<file path="src/rtl/btn_pkg.sv">
// Shared types and helpers for the push-button array front end.
package btn_pkg;

    // Per-channel debounce/hold state.
    typedef enum logic [1:0] {
        ST_IDLE       = 2'd0,
        ST_PRESS_LOCK = 2'd1,
        ST_HELD       = 2'd2,
        ST_REL_LOCK   = 2'd3
    } btn_state_e;

    // Width of a counter able to hold the largest of the three timing constants.
    function automatic int cnt_width(input int long_clks, input int repeat_clks, input int debounce_clks);
        int max_v;
        max_v = long_clks;
        if (repeat_clks > max_v) begin
            max_v = repeat_clks;
        end
        if (debounce_clks > max_v) begin
            max_v = debounce_clks;
        end
        return $clog2(max_v + 1);
    endfunction

endpackage

</file>
<file path="src/rtl/btn_channel.sv">
// One button channel: synchroniser, sampling flop, debounce FSM with lock-out
// windows, and the hold counter that produces long-press / auto-repeat pulses.
module btn_channel
    import btn_pkg::*;
#(
    parameter int SYNC_STAGES   = 2,
    parameter int DEBOUNCE_CLKS = 1000,
    parameter int LONG_CLKS     = 50_000_000,
    parameter int REPEAT_CLKS   = 0
) (
    input  logic clk_i,
    input  logic rst_i,
    input  logic btn_i,
    output logic level_o,
    output logic pressed_o,
    output logic released_o,
    output logic long_o,
    output logic repeat_o
);

    localparam int              CW        = cnt_width(LONG_CLKS, REPEAT_CLKS, DEBOUNCE_CLKS);
    localparam logic [CW-1:0]   CNT_ZERO  = {CW{1'b0}};
    localparam logic [CW-1:0]   CNT_ONE   = CW'(1);
    localparam logic [CW-1:0]   DEB_LAST  = CW'(DEBOUNCE_CLKS - 1);
    localparam logic [CW-1:0]   LONG_LAST = CW'(LONG_CLKS - 1);
    localparam bit              REP_EN    = (REPEAT_CLKS > 0);
    localparam logic [CW-1:0]   REP_LAST  = REP_EN ? CW'(REPEAT_CLKS - 1) : CNT_ZERO;

    // Synchroniser chain; the last stage is the synchronised level.
    logic [SYNC_STAGES-1:0] sync_q, sync_d;
    // Registered copy of the synchronised level; the FSM only looks at this.
    logic                   smp_q, smp_d;

    btn_state_e             state_q, state_d;
    logic [CW-1:0]          lock_q, lock_d;
    logic [CW-1:0]          hold_q, hold_d;
    logic                   long_done_q, long_done_d;

    logic                   level_q, level_d;
    logic                   pressed_q, pressed_d;
    logic                   released_q, released_d;
    logic                   long_q, long_d;
    logic                   repeat_q, repeat_d;

    // Hold-counter step results, applied by the FSM only while the button is held.
    logic [CW-1:0]          hold_nxt;
    logic                   long_done_nxt;
    logic                   long_hit;
    logic                   rep_hit;

    // Shift the raw level into the synchroniser and resample its last stage.
    always_comb begin
        sync_d = {sync_q[SYNC_STAGES-2:0], btn_i};
        smp_d  = sync_q[SYNC_STAGES-1];
    end

    // Next hold-counter value: count to LONG, then (optionally) REPEAT periods; never wraps.
    always_comb begin
        hold_nxt      = hold_q;
        long_done_nxt = long_done_q;
        long_hit      = 1'b0;
        rep_hit       = 1'b0;
        if (!long_done_q) begin
            if (hold_q == LONG_LAST) begin
                long_hit      = 1'b1;
                long_done_nxt = 1'b1;
                hold_nxt      = CNT_ZERO;
            end else begin
                hold_nxt = hold_q + CNT_ONE;
            end
        end else if (REP_EN) begin
            if (hold_q == REP_LAST) begin
                rep_hit  = 1'b1;
                hold_nxt = CNT_ZERO;
            end else begin
                hold_nxt = hold_q + CNT_ONE;
            end
        end else begin
            // Repeat disabled: the counter parks once long_o has fired.
            hold_nxt = hold_q;
        end
    end

    // Debounce FSM next-state and output-pulse decode.
    always_comb begin
        state_d     = state_q;
        lock_d      = lock_q;
        hold_d      = hold_q;
        long_done_d = long_done_q;
        pressed_d   = 1'b0;
        released_d  = 1'b0;
        long_d      = 1'b0;
        repeat_d    = 1'b0;
        case (state_q)
            ST_IDLE: begin
                if (smp_q) begin
                    state_d     = ST_PRESS_LOCK;
                    pressed_d   = 1'b1;
                    lock_d      = CNT_ZERO;
                    hold_d      = CNT_ZERO;
                    long_done_d = 1'b0;
                end else begin
                    state_d = ST_IDLE;
                end
            end
            ST_PRESS_LOCK: begin
                if (lock_q == DEB_LAST) begin
                    lock_d = CNT_ZERO;
                    if (smp_q) begin
                        state_d     = ST_HELD;
                        hold_d      = hold_nxt;
                        long_done_d = long_done_nxt;
                        long_d      = long_hit;
                    end else begin
                        // Release wins over any hold-counter event on this cycle.
                        state_d     = ST_REL_LOCK;
                        released_d  = 1'b1;
                        hold_d      = CNT_ZERO;
                        long_done_d = 1'b0;
                    end
                end else begin
                    lock_d      = lock_q + CNT_ONE;
                    hold_d      = hold_nxt;
                    long_done_d = long_done_nxt;
                    long_d      = long_hit;
                end
            end
            ST_HELD: begin
                if (!smp_q) begin
                    state_d     = ST_REL_LOCK;
                    released_d  = 1'b1;
                    lock_d      = CNT_ZERO;
                    hold_d      = CNT_ZERO;
                    long_done_d = 1'b0;
                end else begin
                    hold_d      = hold_nxt;
                    long_done_d = long_done_nxt;
                    long_d      = long_hit;
                    repeat_d    = rep_hit;
                end
            end
            ST_REL_LOCK: begin
                // A level still high on the exit cycle is picked up by IDLE next cycle.
                if (lock_q == DEB_LAST) begin
                    state_d = ST_IDLE;
                    lock_d  = CNT_ZERO;
                end else begin
                    lock_d = lock_q + CNT_ONE;
                end
            end
            default: begin
                state_d     = ST_IDLE;
                lock_d      = CNT_ZERO;
                hold_d      = CNT_ZERO;
                long_done_d = 1'b0;
            end
        endcase
    end

    // Debounced level follows the next state so it moves together with the pulses.
    always_comb begin
        level_d = (state_d == ST_PRESS_LOCK) || (state_d == ST_HELD);
    end

    // Channel state and registered outputs; reset drops any pending pulse.
    always_ff @(posedge clk_i or posedge rst_i) begin
        if (rst_i) begin
            sync_q      <= {SYNC_STAGES{1'b0}};
            smp_q       <= 1'b0;
            state_q     <= ST_IDLE;
            lock_q      <= CNT_ZERO;
            hold_q      <= CNT_ZERO;
            long_done_q <= 1'b0;
            level_q     <= 1'b0;
            pressed_q   <= 1'b0;
            released_q  <= 1'b0;
            long_q      <= 1'b0;
            repeat_q    <= 1'b0;
        end else begin
            sync_q      <= sync_d;
            smp_q       <= smp_d;
            state_q     <= state_d;
            lock_q      <= lock_d;
            hold_q      <= hold_d;
            long_done_q <= long_done_d;
            level_q     <= level_d;
            pressed_q   <= pressed_d;
            released_q  <= released_d;
            long_q      <= long_d;
            repeat_q    <= repeat_d;
        end
    end

    assign level_o    = level_q;
    assign pressed_o  = pressed_q;
    assign released_o = released_q;
    assign long_o     = long_q;
    assign repeat_o   = repeat_q;

endmodule

</file>
<file path="src/rtl/btn_array_detector.sv">
// Multi-channel push-button front end: NBTN independent debounce channels.
module btn_array_detector
    import btn_pkg::*;
#(
    parameter int NBTN          = 5,
    parameter int SYNC_STAGES   = 2,
    parameter int DEBOUNCE_CLKS = 1000,
    parameter int LONG_CLKS     = 50_000_000,
    parameter int REPEAT_CLKS   = 0
) (
    input  logic            clk_i,
    input  logic            rst_i,
    input  logic [NBTN-1:0] btn_i,
    output logic [NBTN-1:0] level_o,
    output logic [NBTN-1:0] pressed_o,
    output logic [NBTN-1:0] released_o,
    output logic [NBTN-1:0] long_o,
    output logic [NBTN-1:0] repeat_o
);

    // Reject parameter sets the channel timing cannot honour.
    if (LONG_CLKS <= DEBOUNCE_CLKS) begin : g_bad_long
        $error("btn_array_detector: LONG_CLKS must exceed DEBOUNCE_CLKS");
    end
    if (SYNC_STAGES < 2) begin : g_bad_sync
        $error("btn_array_detector: SYNC_STAGES must be at least 2");
    end
    if (NBTN < 1) begin : g_bad_nbtn
        $error("btn_array_detector: NBTN must be at least 1");
    end
    if (DEBOUNCE_CLKS < 1) begin : g_bad_deb
        $error("btn_array_detector: DEBOUNCE_CLKS must be at least 1");
    end

    for (genvar k = 0; k < NBTN; k++) begin : g_ch
        btn_channel #(
            .SYNC_STAGES   (SYNC_STAGES),
            .DEBOUNCE_CLKS (DEBOUNCE_CLKS),
            .LONG_CLKS     (LONG_CLKS),
            .REPEAT_CLKS   (REPEAT_CLKS)
        ) u_ch (
            .clk_i      (clk_i),
            .rst_i      (rst_i),
            .btn_i      (btn_i[k]),
            .level_o    (level_o[k]),
            .pressed_o  (pressed_o[k]),
            .released_o (released_o[k]),
            .long_o     (long_o[k]),
            .repeat_o   (repeat_o[k])
        );
    end

endmodule
</file>
<file path="config.mk">
export PLATFORM = sky130hd
export DESIGN_NAME = btn_array_detector
export DESIGN_NICKNAME = d
export VERILOG_FILES = /design/src/rtl/btn_pkg.sv /design/src/rtl/btn_channel.sv /design/src/rtl/btn_array_detector.sv
export SDC_FILE = /design/constraint.sdc
export NUM_CORES = 1
export LEC_CHECK = 0
export ABC_AREA = 1
export ABC_CLOCK_PERIOD_IN_PS = 13130
export CAP_MARGIN = 20
export CORE_UTILIZATION = 30
export DETAILED_ROUTE_END_ITERATION = 8
export SLEW_MARGIN = 0
export SYNTH_ARGS = -nofsm -noshare
export SYNTH_HDL_FRONTEND = slang
export SYNTH_SLANG_ARGS = --single-unit
export TNS_END_PERCENT = 20
</file>
<file path="constraint.sdc">
create_clock -name clk_i -period 13.13 [get_ports clk_i]
set_input_delay 3.939 -clock clk_i [delete_from_list [all_inputs] [get_ports clk_i]]
set_output_delay 3.939 -clock clk_i [all_outputs]
set_load 0.05 [all_outputs]
</file>
# Word level (Yosys, flattened, before mapping)
# Cells that the tools add are included.
# Widths: inputs -> output; s select.
[classes]
eq_ne = 45
reduce_logical = 30
addsub = 10
muxes = 150
[ops]
columns = ["operator", "n"]
rows = [
  ["$mux 26", 35],
  ["$pmux 26 s3", 10],
  ["$add 26x1->26 const B", 10],
  ["$eq 26x10->1 const B", 5],
  ["$eq 26x26->1 const B", 5],
  ["$mux 1", 70],
  ["$pmux 2 s4", 5],
  ["$eq 2x2->1 const B", 15],
  ["$mux 2", 15],
  ["$eq 2x1->1 const B", 10],
  ["$pmux 1 s2", 10],
  ["$reduce_and 2->1", 10],
  ["$pmux 1 s3", 5],
  ["$reduce_bool 3->1", 5],
  ["$logic_not 2->1", 5],
  ["$ne 2x1->1 const B", 5],
  ["$ne 2x2->1 const B", 5],
  ["$reduce_or 2->1", 5],
  ["$logic_or 1x1->1", 5],
]
[word_totals]
out_inout_bits = 25
wordCells = 285
in_bits = 7
ff_bits = 310

# Longest topological paths before layout
# Gate-level depths: netlist of run 1.
[depth]
depth_word = 6
depth_mapped = 13

# Cells and area by module
# From an unflattened synthesis of run 1, not the netlist that was laid out.
[unflattened]
hier_cells = 2846
hier_area_um2 = 20407.1
[modules_own_cells]
columns = ["mod", "cells_per_inst", "instances", "seq_area_each_um2", "area_per_inst_um2"]
rows = [
  ["btn_channel (g_ch[0].u_ch ...)", 569, 4, 1551.5, 4065.1],
  ["btn_channel (g_ch[4].u_ch)", 570, 1, 1551.5, 4146.5],
]

# Worst setup path after synthesis of run 1
# OpenSTA, ideal clock, no wires.
[synth_timing]
kind = "reg2out"
startpoint = "register g_ch[0].u_ch.level_q"
endpoint = "output level_o[0]"
arrival_time_ps = 515
path_slack_ps = 8676
path_buffers = 1
path_stages_with_launch = 2
required_ps = 9191
cell_sequence = "dfrtp_1 > buf_4"
[synth_rtl]
columns = ["item", "line", "rtl"]
rows = [
  ["from (decl)", "btn_channel.sv:39", "logic level_q, level_d;"],
  ["from (signal assigned)", "btn_channel.sv:186", "level_q <= level_d;"],
  ["to (decl)", "btn_array_detector.sv:14", "output logic [NBTN-1:0] level_o,"],
]
# No word-level cell between the ends.

==> impl_metrics.ini, run 1 <==
[routing]
drc_errors = 0
wl_um = 46700
antenna_left = 0
num_vias = 17000
viasPerCell = 4.73
dr.pass1.iters = 5
wl_per_cell_um = 13.0
drtIter0Drc = 1180

[timing]
fmax_mhz = 174
clock_skew_ps = 52.0
relSlewSlack_pct = 28.5
hold_slack_ps = 346
fin_tns_setup_ps = 0
setup_viol = 0
rsz0062_at_grt = false
worst_slew_pin_slew_ps = 1070
finalCritPeriodShare_pct = 43.8
hold_viol = 0
drv_slew = 0
finalCriticalPeriod_ps = 5760
setup_ws_ps = 7370

[logic_synthesis]
synth_top_area_share_pct = 39.7
synth_ff_type = dfrtp_1
syn_avg_cell_area_um2 = 7.22
ys_top_cells_by_area = dfrtp_1, nand2_1, inv_1, nor2_1, nand3_1
yosys_warnings = 0
ys_seq_area_share_pct = 39.7
syn_inst = 2708
synth_top_cell_by_area = dfrtp_1
synth.lib_cells_used.distinct = 58
synth_edf_count = 0
async_reset_ff_share_pct = 100
syn_area_um2 = 19600
ys_ff_latch = 310

[hold_path]
worstHoldPathCells = 0
hold_class = flip-flop to flip-flop

[clocking]
postCtsHoldBufs = 0
tritoncts = done
cts_buffer_depth = 3
cts_buffers = 40
cts_setup_buffers = 0
clkTransAtPathRegs_ps = 60
clockRootBuffer = clkbuf_16
cts_resized = 0
cts_sinks = 310
htree_levels = 2
clock_latency_ps = 590

[pwr]
intPower_w = 0.00173
power_frac_comb_pct = 7.1
p_per_area_nw_per_um2 = 106
p_sw_w = 0.000606
power_leakage_nw = 9.48
p_seq_share_pct = 42.2
pwr-share-clk_pct = 50.7
peakVddDrop_mv = 0.0764
power_w = 0.00233
swShare_pct = 26.0

[grt]
grt_pass1_vias = 16100
grt_pass1_wl_um = 80300
track_usage_pct = 14.3
grt_overflow_total = 0
grt_start_max_net_pins = 81
antenna_found_initial = 0

[placed_design]
gp_congestion = 0.899
dpl_cell_area_um2 = 20500
io_buffers = 26
hpwl_um = 33400
place_ws_ps = 6580

[critical_path]
cpPeakStageDelay_ps = 720
path_max_fanout = 80
r2r_cells = 11
path_common_cell = buf_4
worstSetupPathType = input port to asynchronous set/reset pin
worstSetupEndpointType = asynchronous set/reset pin
critical_path.cell_chain = clkdlybuf4s50_1 -> inv_8 -> buf_4 -> buf_4
startpoint_type = input port
cp.arrival_ps = 6390
required_ps = 13760
slowest_stage = buf_4

[floorplanning]
core_area_um2 = 64500
die_w_um = 257
rows = 93
dieArea_um2 = 66200
initial_core_util_pct = 30.3
die_y_um = 257
ios = 32

[finish]
most-common-layout-cells = nand2_1, inv_1, nor2_1
nets = 2762
layout_commonest_cell = nand2_1
fillCellCount = 6811
syn_to_final_growth_pct = 12.3
final_area_um2 = 22000
num_antenna_cells = 0
drive_gt1_share_pct = 8.11

[run_status]
outcome = complete, no violations

[flow_run]
maxCapViolCount = 0
==> worst paths after layout <==
kind / end / startpoint / slack (ps)
worst min-delay path: g_ch[0].u_ch.smp_q / g_ch[0].u_ch.sync_q[1] / 350
worst max register to register: g_ch[0].u_ch.hold_q[7] / g_ch[0].u_ch.state_q[0] / 10490
max in group clk_i: long_o[4] / g_ch[4].u_ch.long_o / 7480
worst min register to register: g_ch[0].u_ch.smp_q / g_ch[0].u_ch.sync_q[1] / 350
min in group asynchronous: g_ch[1].u_ch.hold_q[12] / rst_i / 3870
worst max-delay path: g_ch[4].u_ch.hold_q[9] / rst_i / 7370
==> routing by layer <==
metal / up-vias / global-route usage (%) / share of wire [%]
li1: 8786 / - / -
met1: 7942 / 20.4 / 50
met2: 249 / 22.4 / 44
met3: 55 / 2.14 / 3.6
met4: 0 / 4.05 / 2.2
met5: - / 0 / 0
==> state kept, by name, indices dropped and copies added, names as in the netlist <==
register,count
g_ch.u_ch.hold_q,130
g_ch.u_ch.lock_q,130
g_ch.u_ch.state_q,10
g_ch.u_ch.released_o,5
g_ch.u_ch.level_o,5
g_ch.u_ch.sync_q,10
g_ch.u_ch.long_o,5
g_ch.u_ch.pressed_o,5
g_ch.u_ch.long_done_q,5
g_ch.u_ch.smp_q,5
==> through the flow <==
step / util [%] / cells
after CTS: 34.1 / 3604
after global routing: 34.1 / 3604
after floorplan: - / 2712
after detailed placement: 31.8 / 3533
final: 34.1 / 3604
after global placement: 31.8 / 3533
==> power by group through the flow <==
stage	Sequential, W	Combinational, W	Clock (W)
finish	0.000984	0.000166	0.00118
floorplan	0.000998	0.000130	0
global route	0.000985	0.000190	0.00126
detailed placement	0.00100	0.000170	0
CTS	0.000983	0.000170	0.00123
global placement	0.00100	0.000170	0
==> cell usage after synthesis (4+ instances only) <==
cell        n
nand2_1   686
inv_1     327
nor2_1    325
dfrtp_1   310
nand3_1   230
nor3_1    105
nand4_1   103
o21ai_0   103
xor2_1     87
a21oi_1    55
ha_1       35
buf_4      31
inv_2      28
nor2_2     26
o21ai_1    22
xnor2_1    21
buf_2      19
o22ai_1    19
nand2_2    16
o21ai_2    16
clkbuf_1   12
nor2_4     11
nor4_1     10
or2_2      10
a21oi_2     8
nor3_2      8
o22ai_2     8
nor3b_1     7
o21bai_1    7
a211oi_1    5
a22oi_1     5
nand3_2     5
nand3b_1    5
a21boi_0    4
nor3_4      4
==> kinds of logic after synthesis <==
kind of cell,after synthesis,synth area share [%]
and+or+nand+nor,1564,35.9
other,1,0.0192
buffers and inverters,423,9.00
xor gates and xnor gates,108,4.84
adders and majority gates,35,2.24
DFF,310,39.7
AOI/OAI and AO/OA,267,8.28
==> area by class of cell <==
type	count	area, um^2	area share (%)
Multi-Input combinational cell	1979	10000	45.8
Tap cell	855	1070	4.87
Timing Repair Buffer	32	305	1.39
Sequential cell	310	7760	35.3
Clock buffer	49	1090	4.99
Clock inverter	22	332	1.51
Inverter	357	1350	6.14
==> critical path: cells and delay by family <==
kind | cells | cell delay, ps
buffers and inverters | 4 | 2360
Power figures use the tool's default switching activity.
==> run 2, diff against run 1 <==
ABC_CLOCK_PERIOD_IN_PS = 4800   (was 13130)
clock period = 4.8 ns   (was 13.13 ns; I/O delays follow)
==> run 2 against run 1 <==
  * First-iteration DRC count is essentially flat
  * Combinational power grew to 2.8 times the previous value
  * Design area grew 0.68%
  * Die area unchanged
  * Sequential power grew to 2.7 times the previous value
  * Critical path depth shrank 3
  * Sequential share of layout area shrank 0.24 points
  * Highest routed layer unchanged
  * Largest power group unchanged
  * Via count up 0.62%
  * Cell count is 0.14% higher
  * Critical endpoint is now long_o[3]
  * Non-clock buffer count is 2 higher
  * Setup slack got worse by 5700 ps
==> impl_metrics.ini, run 2 (synthesis results as in run 1) <==
[run_status]
outcome = complete, no violations

[timing]
rsz0062_at_grt = false
clock_skew_ps = 21.3
relSlewSlack_pct = 48.3
setup_viol = 0
fin_tns_setup_ps = 0
fmax_mhz = 318
finalCriticalPeriod_ps = 3140
drv_slew = 0
worst_slew_pin_slew_ps = 775
hold_viol = 0
finalCritPeriodShare_pct = 65.5

[grt]
antenna_found_initial = 1
grt_pass1_wl_um = 81100
track_usage_pct = 14.4
grt_start_max_net_pins = 108
grt_pass1_vias = 16500
grt_overflow_total = 0

[finish]
fillCellCount = 6847
syn_to_final_growth_pct = 13.1
drive_gt1_share_pct = 8.25
top_regs = g_ch.u_ch.hold_q x130, g_ch.u_ch.lock_q x130
layout_commonest_cell = nand2_1
stdcell_count = 3609
nets = 2764
most-common-layout-cells = nand2_1, inv_1, nor2_1

[pwr]
p_per_area_nw_per_um2 = 296
p_sw_w = 0.00159
power_leakage_nw = 9.56
pwr-share-clk_pct = 51.7
intPower_w = 0.00495
power_frac_comb_pct = 7.1
peakVddDrop_mv = 0.188
p_seq_share_pct = 41.2
swShare_pct = 24.3

[critical_path]
required_ps = 3360
cp_num_cells = 1
path_max_fanout = 1
worstSetupPathType = flip-flop to primary output
critPathCapture = long_o[3]
critical_path.cell_chain = clkdlybuf4s50_1
slowest_stage = clkdlybuf4s50_1
rrSetupSlack_ps = 2220
cpPeakStageDelay_ps = 800
rr_endpoint = g_ch[0].u_ch.hold_q[8]
cp_num_buf_inv = 1
r2r_cells = 11
worstReg2RegStart = g_ch[0].u_ch.state_q[0]
startpoint_type = flip-flop
cp.arrival_ps = 1700
crit_path_start = g_ch[3].u_ch.long_o
crit_family = buffers and inverters
worstSetupEndpointType = primary output

[clocking]
cts_buffers = 40
postCtsHoldBufs = 0
htree_levels = 2
clockRootBuffer = clkbuf_16
cts_sinks = 310
cts_setup_buffers = 0
cts_resized = 0
clkTransAtPathRegs_ps = 60
cts_buffer_depth = 3
tritoncts = done
clock_latency_ps = 560

[hold_path]
min_from = g_ch[1].u_ch.sync_q[1]
hold_class = flip-flop to flip-flop

[routing]
antenna_left = 0
drc_errors = 0
wl_per_cell_um = 12.9
viasPerCell = 4.75
wl_um = 46500
drtIter0Drc = 1179
dr.pass1.iters = 5
num_vias = 17100

[floorplanning]
die_y_um = 257
initial_core_util_pct = 30.3
core_area_um2 = 64500
dieArea_um2 = 66200
die_w_um = 257
rows = 93
ios = 32

[placed_design]
hpwl_um = 33600
io_buffers = 26
dpl.cell_count = 3534
gp_congestion = 0.891

[flow_run]
maxCapViolCount = 0
run 2: changes by cell type in the layout (fill, tap and decap cells not counted), sizes merged:
| cell | before | now |
|---|---|---|
| clkbuf | 49 | 55 |
| clkinvlp | 5 | 2 |
| buf | 6 | 8 |
| bufinv | 6 | 8 |
| clkinv | 12 | 10 |
| diode | 0 | 1 |
| inv | 356 | 355 |
run 2: worst min path at each step:
stage                              end  cells after the start
CTS                 g_ch[1].u_ch.smp_q                      0
finish              g_ch[1].u_ch.smp_q                      0
floorplan           g_ch[0].u_ch.smp_q                      0
detailed placement  g_ch[1].u_ch.smp_q                      0
global route        g_ch[1].u_ch.smp_q                      0
global placement    g_ch[4].u_ch.smp_q                      0
run 2: cell type report:
type                            count  area, um^2  area share [%]
Multi-Input combinational cell   1979       10000            45.5
Sequential cell                   310        7760            35.1
Inverter                          357        1340            6.08
Clock buffer                       55        1200            5.43
Tap cell                          855        1070            4.84
Timing Repair Buffer               34         370            1.68
Clock inverter                     18         312            1.41
Antenna cell                        1        2.50          0.0113
run 2: routing by layer:
metal	global-route usage, %	wire length (um)	share of wire, %
met5	0	0	0
met4	3.90	992	2.1
met3	2.28	1900	4.1
met2	22.4	20500	44
met1	20.6	23100	50
run 2: power by group through the flow:
stage / Combinational [W] / Sequential [W] / Clock [W]
floorplan: 0.000357 / 0.00273 / 0
global placement: 0.000468 / 0.00274 / 0
detailed placement: 0.000471 / 0.00274 / 0
CTS: 0.000472 / 0.00269 / 0.00350
global route: 0.000527 / 0.00270 / 0.00360
finish: 0.000463 / 0.00269 / 0.00338
run 2: through the flow:
step / power [W] / setup WS (ps) / util (%) / hold WS (ps) / cell area (um^2)
finish: 0.00653 / 1660 / 34.3 / 346 / 22100
global route: 0.00682 / 1580 / 34.3 / 363 / 22100
CTS: 0.00666 / 1600 / 34.3 / 349 / 22100
detailed placement: 0.00321 / 1870 / 31.9 / 336 / 20600
floorplan: 0.00309 / -767 / - / 331 / 19600
global placement: 0.00320 / 1870 / 31.9 / 332 / 20600
